$ cat config.mk
export PLATFORM = sky130hd
export DESIGN_NAME = serial_ripple_add_flat
export DESIGN_NICKNAME = d
export VERILOG_FILES = /design/src/rtl/fp16_alu_pkg.sv /design/src/rtl/serial_ripple_add_if.sv /design/src/rtl/full_add.sv /design/src/rtl/serial_ripple_add.sv /design/src/flat_wrapper.sv
export SDC_FILE = /design/constraint.sdc
export NUM_CORES = 1
export LEC_CHECK = 0
export CELL_PAD_IN_SITES_DETAIL_PLACEMENT = 0
export CELL_PAD_IN_SITES_GLOBAL_PLACEMENT = 2
export CORE_MARGIN = 2
export CORE_UTILIZATION = 33
export DETAILED_ROUTE_END_ITERATION = 8
export DONT_BUFFER_PORTS = 1
export GPL_ROUTABILITY_DRIVEN = 0
export PLACE_DENSITY_LB_ADDON = 0.1
export SLEW_MARGIN = 10
export SYNTH_ARGS = -nofsm -noshare
export SYNTH_HDL_FRONTEND = slang
export SYNTH_SLANG_ARGS = --single-unit
$ cat constraint.sdc
create_clock -name clk -period 1.3 [get_ports clk]
set_input_delay 0.13 -clock clk [delete_from_list [all_inputs] [get_ports clk]]
set_output_delay 0.13 -clock clk [all_outputs]
set_load 0.01 [all_outputs]
$ cat src/rtl/fp16_alu_pkg.sv
// Shared definitions for the fp16 ALU significand datapath.
package fp16_alu_pkg;

    // Significand width including the hidden bit.
    localparam int MANT_W = 11;

    // Sequencer states of the multi-cycle adder.
    typedef enum logic [1:0] {
        IDLE = 2'd0,
        RUN  = 2'd1,
        DONE = 2'd2
    } state_t;

    // Integer ceiling division, used to size chunk counters.
    function automatic int ceil_div(input int x, input int y);
        return (x + y - 1) / y;
    endfunction

endpackage

$ cat src/rtl/serial_ripple_add_if.sv
// Start/done handshake and operand/result bus of the serial ripple adder.
interface serial_ripple_add_if
    import fp16_alu_pkg::*;
#(
    parameter int WIDTH = MANT_W
);

    logic             start;
    logic [WIDTH-1:0] a;
    logic [WIDTH-1:0] b;
    logic             cin;
    logic             busy;
    logic             done;
    logic [WIDTH-1:0] sum;
    logic             cout;

    // Requester side: issues operands, observes status and result.
    modport master (
        output start, a, b, cin,
        input  busy, done, sum, cout
    );

    // Adder side: consumes operands, produces status and result.
    modport slave (
        input  start, a, b, cin,
        output busy, done, sum, cout
    );

endinterface

$ cat src/rtl/full_add.sv
// One-bit full adder cell, the additive twin of the full subtractor cell.
module full_add (
    output logic o_sum,
    output logic o_cout,
    input  logic i_a,
    input  logic i_b,
    input  logic i_cin
);

    assign o_sum  = i_a ^ i_b ^ i_cin;
    assign o_cout = (i_a & i_b) | (i_cin & (i_a ^ i_b));

endmodule

$ cat src/rtl/serial_ripple_add.sv
// Multi-cycle ripple-carry adder: STEP bits per clock through one carry register.
module serial_ripple_add
    import fp16_alu_pkg::*;
#(
    parameter int WIDTH = MANT_W,
    parameter int STEP  = 1
) (
    input logic               clk,
    input logic               rst,
    serial_ripple_add_if.slave bus
);

    // Number of chunks and the zero-padded working width they cover.
    localparam int N     = ceil_div(WIDTH, STEP);
    localparam int PAD_W = N * STEP;
    localparam int CNT_W = (N > 1) ? $clog2(N) : 1;
    // Position of operand bit WIDTH-1 inside the last chunk; its carry is cout.
    localparam int LAST_J = (WIDTH - 1) - (N - 1) * STEP;
    localparam logic [CNT_W-1:0] LAST_IDX = CNT_W'(N - 1);

    state_t           r_state;
    logic [CNT_W-1:0] r_idx;
    logic [PAD_W-1:0] r_a;
    logic [PAD_W-1:0] r_b;
    logic [PAD_W-1:0] r_acc;
    logic             r_carry;
    logic             r_busy;
    logic             r_done;
    logic [WIDTH-1:0] r_sum;
    logic             r_cout;

    logic [STEP-1:0]  w_s;
    logic [STEP:0]    w_c;
    logic [PAD_W-1:0] w_acc_next;

    // Operands shift right each step, so the active chunk is always the low STEP bits.
    assign w_c[0] = r_carry;

    genvar j;
    generate
        for (j = 0; j < STEP; j++) begin : g_chunk
            full_add u_fa (
                .o_sum  (w_s[j]),
                .o_cout (w_c[j+1]),
                .i_a    (r_a[j]),
                .i_b    (r_b[j]),
                .i_cin  (w_c[j])
            );
        end
    endgenerate

    // Shadow accumulator fills from the top; after N steps chunk k sits at k*STEP.
    assign w_acc_next = (r_acc >> STEP) | (PAD_W'(w_s) << (PAD_W - STEP));

    // Sequencer with registered status and result outputs.
    always_ff @(posedge clk) begin
        if (rst) begin
            r_state <= IDLE;
            r_idx   <= '0;
            r_a     <= '0;
            r_b     <= '0;
            r_acc   <= '0;
            r_carry <= 1'b0;
            r_busy  <= 1'b0;
            r_done  <= 1'b0;
            r_sum   <= '0;
            r_cout  <= 1'b0;
        end else begin
            r_done <= 1'b0;
            case (r_state)
                IDLE, DONE: begin
                    if (bus.start) begin
                        r_a     <= PAD_W'(bus.a);
                        r_b     <= PAD_W'(bus.b);
                        r_carry <= bus.cin;
                        r_idx   <= '0;
                        r_busy  <= 1'b1;
                        r_state <= RUN;
                    end else begin
                        r_busy  <= 1'b0;
                        r_state <= IDLE;
                    end
                end
                RUN: begin
                    r_a     <= r_a >> STEP;
                    r_b     <= r_b >> STEP;
                    r_acc   <= w_acc_next;
                    r_carry <= w_c[STEP];
                    if (r_idx == LAST_IDX) begin
                        r_sum   <= w_acc_next[WIDTH-1:0];
                        r_cout  <= w_c[LAST_J+1];
                        r_busy  <= 1'b0;
                        r_done  <= 1'b1;
                        r_state <= DONE;
                    end else begin
                        r_idx <= r_idx + 1'b1;
                    end
                end
                default: begin
                    r_busy  <= 1'b0;
                    r_state <= IDLE;
                end
            endcase
        end
    end

    assign bus.busy = r_busy;
    assign bus.done = r_done;
    assign bus.sum  = r_sum;
    assign bus.cout = r_cout;

endmodule

$ cat src/flat_wrapper.sv
// flat-port wrapper written by rule: the top's interface ports become plain ports
module serial_ripple_add_flat import fp16_alu_pkg::*;
#(
    parameter int WIDTH = MANT_W,
    parameter int STEP  = 1
)
  (clk, rst, bus_start, bus_a, bus_b, bus_cin, bus_busy, bus_done, bus_sum, bus_cout);
  serial_ripple_add_if #(.WIDTH(WIDTH)) bus_i ();
  input logic clk;
  input logic rst;
  input wire logic [$bits(bus_i.start)-1:0] bus_start;
  input wire logic [$bits(bus_i.a)-1:0] bus_a;
  input wire logic [$bits(bus_i.b)-1:0] bus_b;
  input wire logic [$bits(bus_i.cin)-1:0] bus_cin;
  output wire logic [$bits(bus_i.busy)-1:0] bus_busy;
  output wire logic [$bits(bus_i.done)-1:0] bus_done;
  output wire logic [$bits(bus_i.sum)-1:0] bus_sum;
  output wire logic [$bits(bus_i.cout)-1:0] bus_cout;
  assign bus_i.start = bus_start;
  assign bus_i.a = bus_a;
  assign bus_i.b = bus_b;
  assign bus_i.cin = bus_cin;
  assign bus_busy = bus_i.busy;
  assign bus_done = bus_i.done;
  assign bus_sum = bus_i.sum;
  assign bus_cout = bus_i.cout;
  serial_ripple_add #(.WIDTH(WIDTH), .STEP(STEP)) u_core (.clk(clk), .rst(rst), .bus(bus_i));
endmodule
==> results_dict.tcl <==
set metrics [dict create \
    crit_type "reg2reg" \
    grt_first_pass_wirelength_um 7130 \
    hold_viol 40 \
    r2r-end "u_core.r_idx[1]" \
    synth.cell_area_um2 1940 \
    postRouteAntennaNets 0 \
    drive_above_1_share 0.205 \
    timing.fmax_mhz 744 \
    power.density_nw_per_um2 1350 \
    syn-instance-count 212 \
    clk_latency_ps 310 \
    area_growth_pct 17.0 \
    r2r-start "u_core.r_idx[0]" \
    die-height_um 80.7 \
    synth_top_area_cell "dfxtp_1" \
    synth_area_leaders "dfxtp_1 (54%), o22ai_1 (6.5%), nor3_1 (5.7%), nor2_1 (5.4%), nand2_1 (5.0%)" \
    most-common-layout-cells "dfxtp_1 (49), nor2_1 (27), nand2_1 (25), nor3_1 (20), o22ai_1 (19)" \
    slew_viol_final 0 \
    power_frac_seq 0.564 \
    layout_min_cycle_time_ps 1340 \
    clkPwrFrac 0.313 \
    power.switching_mw 0.815 \
    cts_buffer_depth 2 \
    synth_fp_nets 241 \
    synth_top_area_share 0.537 \
    syn_area_per_cell_um2 9.15 \
    clk_transition_reported_paths_ps 100 \
    yosys.cell_types.count 29 \
    fin_util 0.405 \
    status "finished, violations left" \
    min_path_cells 1 \
    finalSetupViolations 3 \
    critical_path_arrival_ps 1590 \
    hp-start "rst" \
    fin_skew_ps 15.8 \
    antenna_found_initial 0 \
    holdWs_ps -121 \
    grt_pass1_vias 1499 \
    num_rows 27 \
    violations "negative hold slack, negative setup slack" \
    drc 0 \
    die_w_um 80.7 \
    finish.net_count 252 \
    vias_per_cell 5.21 \
    coreArea_um2 5610 \
    slew_headroom 0.684 \
    wl_per_cell_um 15.3 \
    switching_share 0.266 \
    cts_buffers 5 \
    p_comb_frac 0.124 \
    hold_end "u_core.r_b[5]" \
    grt_max_degree 43 \
    r2r_cells 7 \
    period_share 1.03 \
    yosysWarningCount 0 \
    hpwl_um 2980 \
    worst_ir_drop_vdd_mv 0.500 \
    ioPinCount 40 \
    leakage_nw 0.884 \
    tightest_slew_ps 474 \
    worst_slack_ps -44.2 \
    start_util 0.346 \
    ys_ff_latch 52 \
    diodes 0 \
    io_buffers 0 \
    grt_use_total 0.142 \
    cap_violations 0 \
    cts_tree "built" \
    cts_num_sinks 52 \
    final_common_cell "dfxtp_1" \
    wl_um 4530 \
    h-tree-depth 2 \
    rsz0062_at_grt "true" \
    cts_root_buf "clkbuf_8" \
    endpoint_kind "register" \
    first_pass_iters 4 \
    dieArea_um2 6510 \
    r2r_slack_ps -40 \
    overflow 0 \
    cp_max_fo 5 \
    synth.yosys.seq_area_share 0.537 \
    crit_required_ps 1540 \
    intPower_mw 2.25 \
    start_kind "register" \
    hold_class "in2reg" \
    drtIter0Drc 65 \
    vias 1541 \
]
## layer usage
layer | share of wire | vias to the layer above | routed length, um | GRT usage
met5 | 0 | - | 0 | 0
li1 | - | 762 | - | -
met3 | 0.047 | 6 | 213 | 0.0449
met2 | 0.50 | 34 | 2250 | 0.242
met4 | 0.010 | 0 | 46 | 0.0356
met1 | 0.45 | 739 | 2020 | 0.174
## cell type report
| cell class | count | area [um2] |
|---|---|---|
| clock buffer | 5 | 68.8 |
| clock inverter | 3 | 26.3 |
| multi-input combinational | 143 | 848 |
| timing repair buffer | 20 | 188 |
| tap | 72 | 90.1 |
| inverter | 1 | 3.75 |
| sequential | 52 | 1040 |
| fill | 606 | 3340 |
## per-stage QoR
stage	cell area [um2]	setup slack, ps	TNS, ps	std cells	power [mW]
final	2270	-44.2	-50.9	296	3.06
after global routing	2270	-95.2	-873	296	3.25
after CTS	2200	-61.7	-61.7	295	3.06
after detailed placement	2070	-281	-3080	285	2.09
after global placement	2070	-241	-2760	285	2.08
after floorplan	1940	13.1	0	212	2.02
## registers in the layout, summed over array words and instances (netlist names), 4 cells and up
signal	count
u_core.r_acc	10
u_core.r_a	11
u_core.r_idx	4
u_core.bus.sum	11
u_core.r_b	11
## how the worst max path moves through the flow
stage	end	slack, ps	from	depth (start not counted)
floorplan	u_core.bus.sum[10]	10	u_core.r_idx[0]	7
global route	u_core.r_idx[1]	-100	u_core.r_idx[0]	7
detailed placement	u_core.bus.sum[2]	-280	u_core.r_idx[0]	6
CTS	u_core.r_idx[1]	-60	u_core.r_idx[1]	6
finish	u_core.r_idx[1]	-40	u_core.r_idx[0]	7
global placement	u_core.bus.sum[2]	-240	u_core.r_idx[0]	6
## cell usage after synthesis
cell       n
nand2b_2   1
a31oi_1    1
nor3_1    22
and2_4     1
inv_1      1
a311oi_1   1
o22ai_1   20
a22o_1    11
o21ai_0    2
nor3_2     1
buf_4      5
nor2_1    28
mux2i_1    1
a22oi_1    2
dfxtp_1   52
clkbuf_1   4
nand3_1    1
nor2b_1    1
ha_1       2
nand2_1   26
a21oi_1   14
and2b_1    1
nand3b_4   1
fa_1       1
nand2b_1   1
nand3b_1   1
buf_2      7
mux2_4     1
nor2_2     2
## timing repair
item                       4_1_cts  5_1_grt
resized for setup                7       10
pin swaps                        2        2
hold endpoints to repair        40       40
gates cloned                     0        1
setup endpoints to repair       25       34
setup buffers                    2        0
## worst max-delay path, cell delays in order (launching register included)
cell and delay, ps:
dfxtp_2 330, inv_2 60, ha_4 130, nand3b_4 80
buf_6 130, and2_4 170, mux2_4 300, nor2_2 80
## cells by family (layout without fill, tap and decap cells)
| logic type | Yosys count | count (layout) | share of synthesized area |
|---|---|---|---|
| flops | 52 | 52 | 0.537 |
| mux | 2 | 2 | 0.0129 |
| buf+inv | 17 | 29 | 0.0471 |
| simple gates | 87 | 87 | 0.209 |
| fa+ha+maj | 3 | 3 | 0.0232 |
| compound gates | 51 | 51 | 0.171 |
## power by group through the flow
| stage | combinational, mW | clock, mW | sequential (mW) |
|---|---|---|---|
| after floorplan | 0.266 | 0 | 1.75 |
| after CTS | 0.334 | 0.998 | 1.73 |
| after global routing | 0.424 | 1.09 | 1.74 |
| final | 0.379 | 0.958 | 1.73 |
| after global placement | 0.319 | 0 | 1.76 |
| after detailed placement | 0.325 | 0 | 1.76 |
No activity file was read; power rests on OpenSTA's default activity.
